===== src/rtl/btn_scan_ctrl.sv =====
// Purpose : scans a 4x4 active-low key matrix, debounces every key and queues press events.
// Latency : press event appears on key_valid/key_code one clk after the SAMPLE cycle that produced it.
// Backpr. : one-entry event register; an event arriving while it is held unacked is dropped and flags overflow.
//
// Ports:
//   clk, rst        system clock, asynchronous active-high reset
//   scan_en         1 = scan the matrix, 0 = park it (all rows released)
//   BTN_X / BTN_Y   row drive (active-low, one row at a time) / column sense (active-low)
//   key_valid/code  held press event {row, col}; key_ack consumes it
//   key_state       debounced level per key, index {row, col}, 1 = pressed
//   overflow        sticky: at least one press event was dropped
module btn_scan_ctrl #(
    parameter int SETTLE = 1000,
    parameter int DEB_N  = 4
) (
    input  logic        clk,
    input  logic        rst,
    input  logic        scan_en,
    output logic [3:0]  BTN_X,
    input  logic [3:0]  BTN_Y,
    output logic        key_valid,
    output logic [3:0]  key_code,
    input  logic        key_ack,
    output logic [15:0] key_state,
    output logic        overflow
);

    localparam int              SW          = (SETTLE > 1) ? $clog2(SETTLE) : 1;
    localparam logic [SW-1:0]   SETTLE_LAST = SW'(SETTLE - 1);
    localparam logic [3:0]      DEB_LAST    = 4'(DEB_N - 1);

    typedef enum logic [1:0] {
        S_IDLE,
        S_DRIVE,
        S_SAMPLE
    } state_t;

    state_t        state;
    logic [1:0]    row;
    logic [SW-1:0] settle_cnt;
    logic [3:0]    deb_cnt [16];

    logic [3:0]    raw_lvl;
    logic [3:0]    row_flip;
    logic [3:0]    row_press;
    logic [3:0]    cnt_nxt [4];
    logic [1:0]    press_col;
    logic          multi_press;
    logic          do_sample;
    logic          new_evt;
    logic [1:0]    row_nxt;

    assign raw_lvl   = ~BTN_Y;
    assign row_nxt   = row + 2'd1;
    // A SAMPLE cycle with scan_en low is abandoned: no capture, straight to IDLE.
    assign do_sample = (state == S_SAMPLE) && scan_en;

    // Debounce decision for the four keys of the row being sampled.
    // A key flips once its mismatch run reaches DEB_N, so the counter
    // tops out at DEB_N-1 and can never wrap.
    always_comb begin
        row_flip = '0;
        for (int c = 0; c < 4; c++) begin
            cnt_nxt[c] = '0;
            if (raw_lvl[c] != key_state[{row, 2'(c)}]) begin
                if (deb_cnt[{row, 2'(c)}] >= DEB_LAST) begin
                    row_flip[c] = 1'b1;
                end else begin
                    cnt_nxt[c] = deb_cnt[{row, 2'(c)}] + 4'd1;
                end
            end
        end
    end

    // Only 0->1 flips are presses; the lowest column wins when several coincide.
    always_comb begin
        row_press = row_flip & raw_lvl;
        press_col = 2'd0;
        for (int c = 3; c >= 0; c--) begin
            if (row_press[c]) begin
                press_col = 2'(c);
            end
        end
        multi_press = (row_press & (row_press - 4'd1)) != 4'd0;
        new_evt     = do_sample && (row_press != 4'd0);
    end

    // Scan FSM, row drive, debounce state.
    always_ff @(posedge clk or posedge rst) begin
        if (rst) begin
            state      <= S_IDLE;
            row        <= 2'd0;
            settle_cnt <= '0;
            BTN_X      <= 4'b1111;
            key_state  <= 16'h0000;
            for (int i = 0; i < 16; i++) begin
                deb_cnt[i] <= 4'd0;
            end
        end else begin
            case (state)
                S_IDLE: begin
                    if (scan_en) begin
                        state      <= S_DRIVE;
                        row        <= 2'd0;
                        settle_cnt <= '0;
                        BTN_X      <= 4'b1110;
                    end
                end
                S_DRIVE: begin
                    if (!scan_en) begin
                        state      <= S_IDLE;
                        settle_cnt <= '0;
                        BTN_X      <= 4'b1111;
                    end else if (settle_cnt == SETTLE_LAST) begin
                        state      <= S_SAMPLE;
                        settle_cnt <= '0;
                    end else begin
                        settle_cnt <= settle_cnt + SW'(1);
                    end
                end
                S_SAMPLE: begin
                    if (!scan_en) begin
                        state <= S_IDLE;
                        BTN_X <= 4'b1111;
                    end else begin
                        for (int c = 0; c < 4; c++) begin
                            deb_cnt[{row, 2'(c)}]   <= cnt_nxt[c];
                            key_state[{row, 2'(c)}] <= key_state[{row, 2'(c)}] ^ row_flip[c];
                        end
                        row   <= row_nxt;
                        state <= S_DRIVE;
                        BTN_X <= ~(4'b0001 << row_nxt);
                    end
                end
                default: begin
                    state <= S_IDLE;
                    BTN_X <= 4'b1111;
                end
            endcase
        end
    end

    // One-entry event register. An ack in the same cycle as a new event
    // frees the slot, so the new event replaces the old one.
    always_ff @(posedge clk or posedge rst) begin
        if (rst) begin
            key_valid <= 1'b0;
            key_code  <= 4'h0;
            overflow  <= 1'b0;
        end else begin
            if (new_evt) begin
                if (multi_press) begin
                    overflow <= 1'b1;
                end
                if (!key_valid || key_ack) begin
                    key_valid <= 1'b1;
                    key_code  <= {row, press_col};
                end else begin
                    overflow <= 1'b1;
                end
            end else if (key_valid && key_ack) begin
                key_valid <= 1'b0;
            end
        end
    end

endmodule


===== config.mk =====
export PLATFORM = sky130hd
export DESIGN_NAME = btn_scan_ctrl
export DESIGN_NICKNAME = d
export VERILOG_FILES = /design/src/rtl/btn_scan_ctrl.sv
export SDC_FILE = /design/constraint.sdc
export NUM_CORES = 1
export LEC_CHECK = 0
export ABC_AREA = 1
export CAP_MARGIN = 20
export CORE_ASPECT_RATIO = 0.6
export CORE_MARGIN = 10
export CORE_UTILIZATION = 25
export CTS_BUF_LIST = sky130_fd_sc_hd__clkbuf_2 sky130_fd_sc_hd__clkbuf_4 sky130_fd_sc_hd__clkbuf_8
export DETAILED_ROUTE_END_ITERATION = 16
export PLACE_DENSITY = 0.39
export SETUP_SLACK_MARGIN = 0.05
export SLEW_MARGIN = 0
export SYNTH_ARGS = -nofsm -noshare
export SYNTH_HDL_FRONTEND = slang
export SYNTH_SLANG_ARGS = --single-unit

===== constraint.sdc =====
create_clock -name clk -period 4.4 [get_ports clk]
set_clock_uncertainty 0.1 [all_clocks]
set_input_delay 0.66 -clock clk [delete_from_list [all_inputs] [get_ports clk]]
set_output_delay 0.66 -clock clk [all_outputs]
set_load 0.02 [all_outputs]

# Word-level counts from Yosys, hierarchy flattened
# Cells that the tools add are included.
dict set report classes {
  reduce_logical 27
  magnitude_cmp 20
  eq_ne 13
  n_addsub 7
  muxes 85
  n_bitwise 12
  shifts 1
}
# op n
set ops {}
lappend ops {{bitwise mux 64 bit} 4}
lappend ops {{2-to-1 mux 4 bit} 23}
lappend ops {{binary-select mux 4 bit (select 4 bit)} 4}
lappend ops {{bitwise mux 16 bit} 4}
lappend ops {{demux 4 bit (select 4 bit)} 4}
lappend ops {{2-to-1 mux 10 bit} 3}
lappend ops {{2-to-1 mux 1 bit} 22}
lappend ops {{>= comparator 5 bit, second input constant} 4}
lappend ops {{< comparator 4 x 5 -> 1 bit, second input constant} 4}
lappend ops {{< comparator 5 x 1 -> 1 bit, second input constant} 4}
lappend ops {{inverter 4 -> 5 bit} 4}
lappend ops {{one-hot mux 10 bit (2 select lines)} 1}
lappend ops {{2-to-1 mux 2 bit} 9}
lappend ops {{adder 4 x 1 -> 4 bit, second input constant} 4}
lappend ops {{>= comparator 4 x 1 -> 1 bit, second input constant} 4}
lappend ops {{>= comparator 4 x 2 -> 1 bit, second input constant} 4}
lappend ops {{AND reduction 2 bit} 7}
lappend ops {{one-hot mux 4 bit (3 select lines)} 1}
lappend ops {{logical AND 1 bit} 11}
lappend ops {{adder 10 x 1 -> 10 bit, second input constant} 1}
lappend ops {{== test 10 bit, second input constant} 1}
lappend ops {{AND 4 bit} 2}
lappend ops {{binary-select mux 1 bit (select 2 bit)} 4}
lappend ops {{demux 1 bit (select 2 bit)} 4}
lappend ops {{other kinds (19)} 32}
dict set report word_totals {
  input_bits 8
  out_inout_bits 26
  ff_bits 104
  elab_cells 189
}

# Longest topological paths before layout
dict set report logic_depth {
  word_depth 13
  mapped_depth 15
  mapped_depth_nobuf 12
}

# Least setup slack after synthesis
# No wires, ideal clock.
dict set report synth_timing {
  path_type {flip-flop to flip-flop}
  start {reg row[0]}
  end {reg key_code[0]}
  n_path_buf 3
  required_time_ns 4.184
  t_arrival_ns 2.148
  setup_time_ns 0.116
  period_less_slack_ns 2.364
  stages_incl_launch_ff 15
  path_slack_ns 2.036
  path_cell_list {dfrtp_1 -> inv_2 -> buf_6 -> buf_2 -> clkbuf_1 -> o21ai_0 -> o22ai_1 -> ha_1 -> nand3b_2 -> nand2_1 -> nand2_2 -> nor2_2 -> nor2_2 -> nand2_1 -> nand2_1}
}
dict set report synth_between {
  elab_chain_cells 12
  elab_cells_between_ends 48
  cone_classes {order compare (4); eq/ne (4); mux (32); bitwise (5); reduce/logical (3)}
}
# item line
set synth_rtl {}
lappend synth_rtl {{start, declared} 39} ;# logic [1:0] row;
lappend synth_rtl {{start signal, assigned} 130} ;# row <= row_nxt;
lappend synth_rtl {{inverter 4 -> 5 bit (not written as such)} 66} ;# if (deb_cnt[{row, 2'(c)}] >= DEB_LAST) begin
lappend synth_rtl {{binary-select mux 4 bit (select 4 bit)} 66}
lappend synth_rtl {{2-to-1 mux 4 bit (not written as such) (2 in series)} 66}
lappend synth_rtl {{>= comparator 4 x 2 -> 1 bit} 66}
lappend synth_rtl {{2-to-1 mux 1 bit} 66}
lappend synth_rtl {{2-to-1 mux 1 bit} 65} ;# if (raw_lvl[c] != key_state[{row, 2'(c)}]) begin
lappend synth_rtl {{AND 4 bit (*)} 77} ;# row_press = row_flip & raw_lvl;
lappend synth_rtl {{2-to-1 mux 2 bit (4 in series)} 80} ;# if (row_press[c]) begin
lappend synth_rtl {{end signal, assigned} 157} ;# key_code <= {row, press_col};
lappend synth_rtl {{end, declared} 22} ;# output logic [3:0] key_code,
# Mark *: on every way between the ends. The rest lies on a longest branch, timed or not. The select of a mux whose other input is x is not followed.
# A chain may end at the register's enable or synchronous reset.

# Worst setup path after layout
# Same ends and word-level chain as after synthesis.

==> flow_summary_export.csv <==
group,metric,value,unit
finish,num_antenna_cells,0,
route,antenna_left,0,
sta,period_share,65.2,%
clocking,cts_root_buf,"clkbuf_8",
pwr,total_power,1.81,mW
placed_design,place_congestion,0.755,
grt,gr-total-overflow,0,
clocking,clk_pin_slew,0.10,ns
finish,final_common_cell,"nand2_1",
clocking,hold_buffers,0,
grt,first_global_vias,3853,
sta,finalHoldViolCount,0,
clocking,cts_tree,"built",
grt,grtUsageTotal,10.4,%
sta,slew_headroom,50.9,%
clocking,cts_made_buffers,9,
sta,grt_setup_unrepaired,"no",
sta,setup_violations,0,
route,drt-total-wl,13100,um
setup_path,regToRegStartpoint,"row[0]",
die,die_h,130,um
yosys,syn_inst,616,
sta,hold_slack,0.375,ns
min_path,worstHoldStart,"deb_cnt[42]",
grt,antenna_found_initial,0,
setup_path,crit_arrival,3.04,ns
setup_path,end_kind,"register",
setup_path,path_class,"reg -> reg",
yosys,syn_nets,637,
die,initial_core_util,25.3,%
route,drt-pass1-iter-count,5,
finish,fin_nets,666,
clocking,insertion_delay,0.38,ns
yosys,synth.cell_area,5020,um^2
finish,drive_gt1_share,9.85,%
clocking,post_cts_buffers,0,
route,drt_iter0_drc,247,
yosys,ys.warnings.count,0,
clocking,ctsLongestPathBuffers,2,
placed_design,io_buffers,33,
die,die-area,26300,um^2
setup_path,startpoint_type,"register",
yosys,yosys.area_share.simple,26.1,%
clocking,ctsHtreeMaxLevel,3,
finish,final_cell_mix,"nand2_1 (209), dfrtp_1 (100), inv_1 (67), o21ai_0 (53), nor2_1 (40)",
route,drcViolationCount,0,
outcome,status,"finished clean",
sta,fin_setup_tns,0,ns
route,drt-vias-per-instance,4.20,
grt,grt_pass1_wl,21700,um
die,core_area,19900,um^2
grt,grt_max_degree,56,
sta,worstMarginPinSlew,0.736,ns
finish,design_area,5970,um^2
run,maxCapViolCount,0,
yosys,ys_ff_latch,104,
die,die_x,203,um
sta,drv_slew,0,
setup_path,required,4.57,ns
setup_path,crit_start,"row[0]",
yosys,synth_top_family_by_area,"simple AND/OR/NAND/NOR gates",
yosys,synthXorXnorAreaFrac,0.698,%
route,wl_per_cell,14.2,um
yosys,ys_types,37,
clocking,cts.sinks,104,
yosys,seq_area_frac_synth,51.9,%
route,route.vias.total,3876,
finish,area_growth,19.0,%
pwr,leakagePower,3.02,nW
placed_design,dp_hpwl,9160,um
die,ioPinCount,34,
die,rows,40,
pwr,power_density,303,nW/um^2
sta,post-route-min-period,2.87,ns
pwr,ir_worst_vdd,0.000127,V
clocking,cts_resized,0,
sta,fmax,0.348,GHz
setup_path,crit_fanout,23,
placed_design,placedInstanceArea,5720,um^2
min_path,hold_path_class,"reg -> reg",
yosys,syn_avg_cell_area,8.15,um^2
yosys,synth_compound_area_share,9.82,%
yosys,synthAdderAreaFrac,3.24,%
yosys,synthMuxAreaShare,0,%
## where the power goes
group	total (mW)	internal (mW)	switching, mW	leakage [nW]
clock	0.747	0.396	0.351	0.119
sequential	0.975	0.967	0.00800	1.42
combinational	0.0872	0.0285	0.0587	1.48
total	1.81	1.39	0.418	3.02
## kinds of logic after synthesis
group | count (synthesis)
simple gates | 307
flops | 104
buf+inv | 99
compound gates | 89
fa+ha+maj | 13
xor+xnor | 4
## path summary, 6_finish.rpt
check                      cells after the start           end  slack (ns)
setup / recovery                              12   key_code[0]        1.53
hold / removal                                 2   deb_cnt[42]        0.38
setup reg to reg                              12   key_code[0]        1.53
hold reg to reg                                2   deb_cnt[42]        0.38
max in group asynchronous                      3      BTN_X[2]        2.75
min in group asynchronous                      2  key_state[8]        0.64
## registers in the layout, summed over array words and instances (netlist names)
signal and cells:
state 2, overflow 1, settle_cnt 10, deb_cnt 64, BTN_X 4, key_valid 1, key_state 16, row 2
key_code 4
## final cells by class
cell class,instances,area (um^2)
fillers,2118,13900
flip-flops and latches,104,2610
multi-input cells,413,2000
repair buffers,42,490
well taps,273,342
inverters,75,284
clock buffers,10,138
clock inverters,6,114
## stage by stage
stage,util (%),setup WS (ns),cells
floorplan,-,0.914,616
detailed placement,28.8,1.59,907
CTS,30.1,1.58,923
finish,30.1,1.53,923
global placement,28.2,1.25,903
global route,30.1,1.31,923
## per-layer routing
layer / part of all wire, % / vias to the layer above / track usage, %
met5: 0 / - / 0
met4: 0.93 / 0 / 2.14
met3: 5.7 / 9 / 3.37
met2: 38 / 77 / 14.1
met1: 56 / 1812 / 15.4
li1: - / 1978 / -
## synth_stat cells, drive strengths merged
master / n / area, um^2
nor3: 8 / 45.0
nor2: 47 / 208
inv: 75 / 282
o22ai: 8 / 50.1
nand2: 217 / 835
dfstp: 4 / 105
xnor2: 1 / 8.76
dfrtp: 100 / 2500
ha: 13 / 163
or2: 2 / 15.0
o21ai: 67 / 362
nand3: 26 / 140
xor2: 3 / 26.3
and3b: 1 / 8.76
nand4: 2 / 12.5
nor4: 1 / 6.26
nand3b: 3 / 38.8
clkbuf: 13 / 48.8
a21oi: 11 / 58.8
buf: 11 / 85.1
a21boi: 3 / 22.5
## worst max-delay path: stages (launching register included)
cell and delay, ns:
dfrtp_1 0.67, inv_2 0.30, buf_4 0.32, o21ai_0 0.22, o22ai_1 0.11, ha_1 0.20
nand3b_1 0.28, nand2_1 0.14, nand2_2 0.09, nor2_2 0.13, nor2_2 0.06, nand2_1 0.08
nand2_1 0.05
Power figures use the tool's default switching activity.
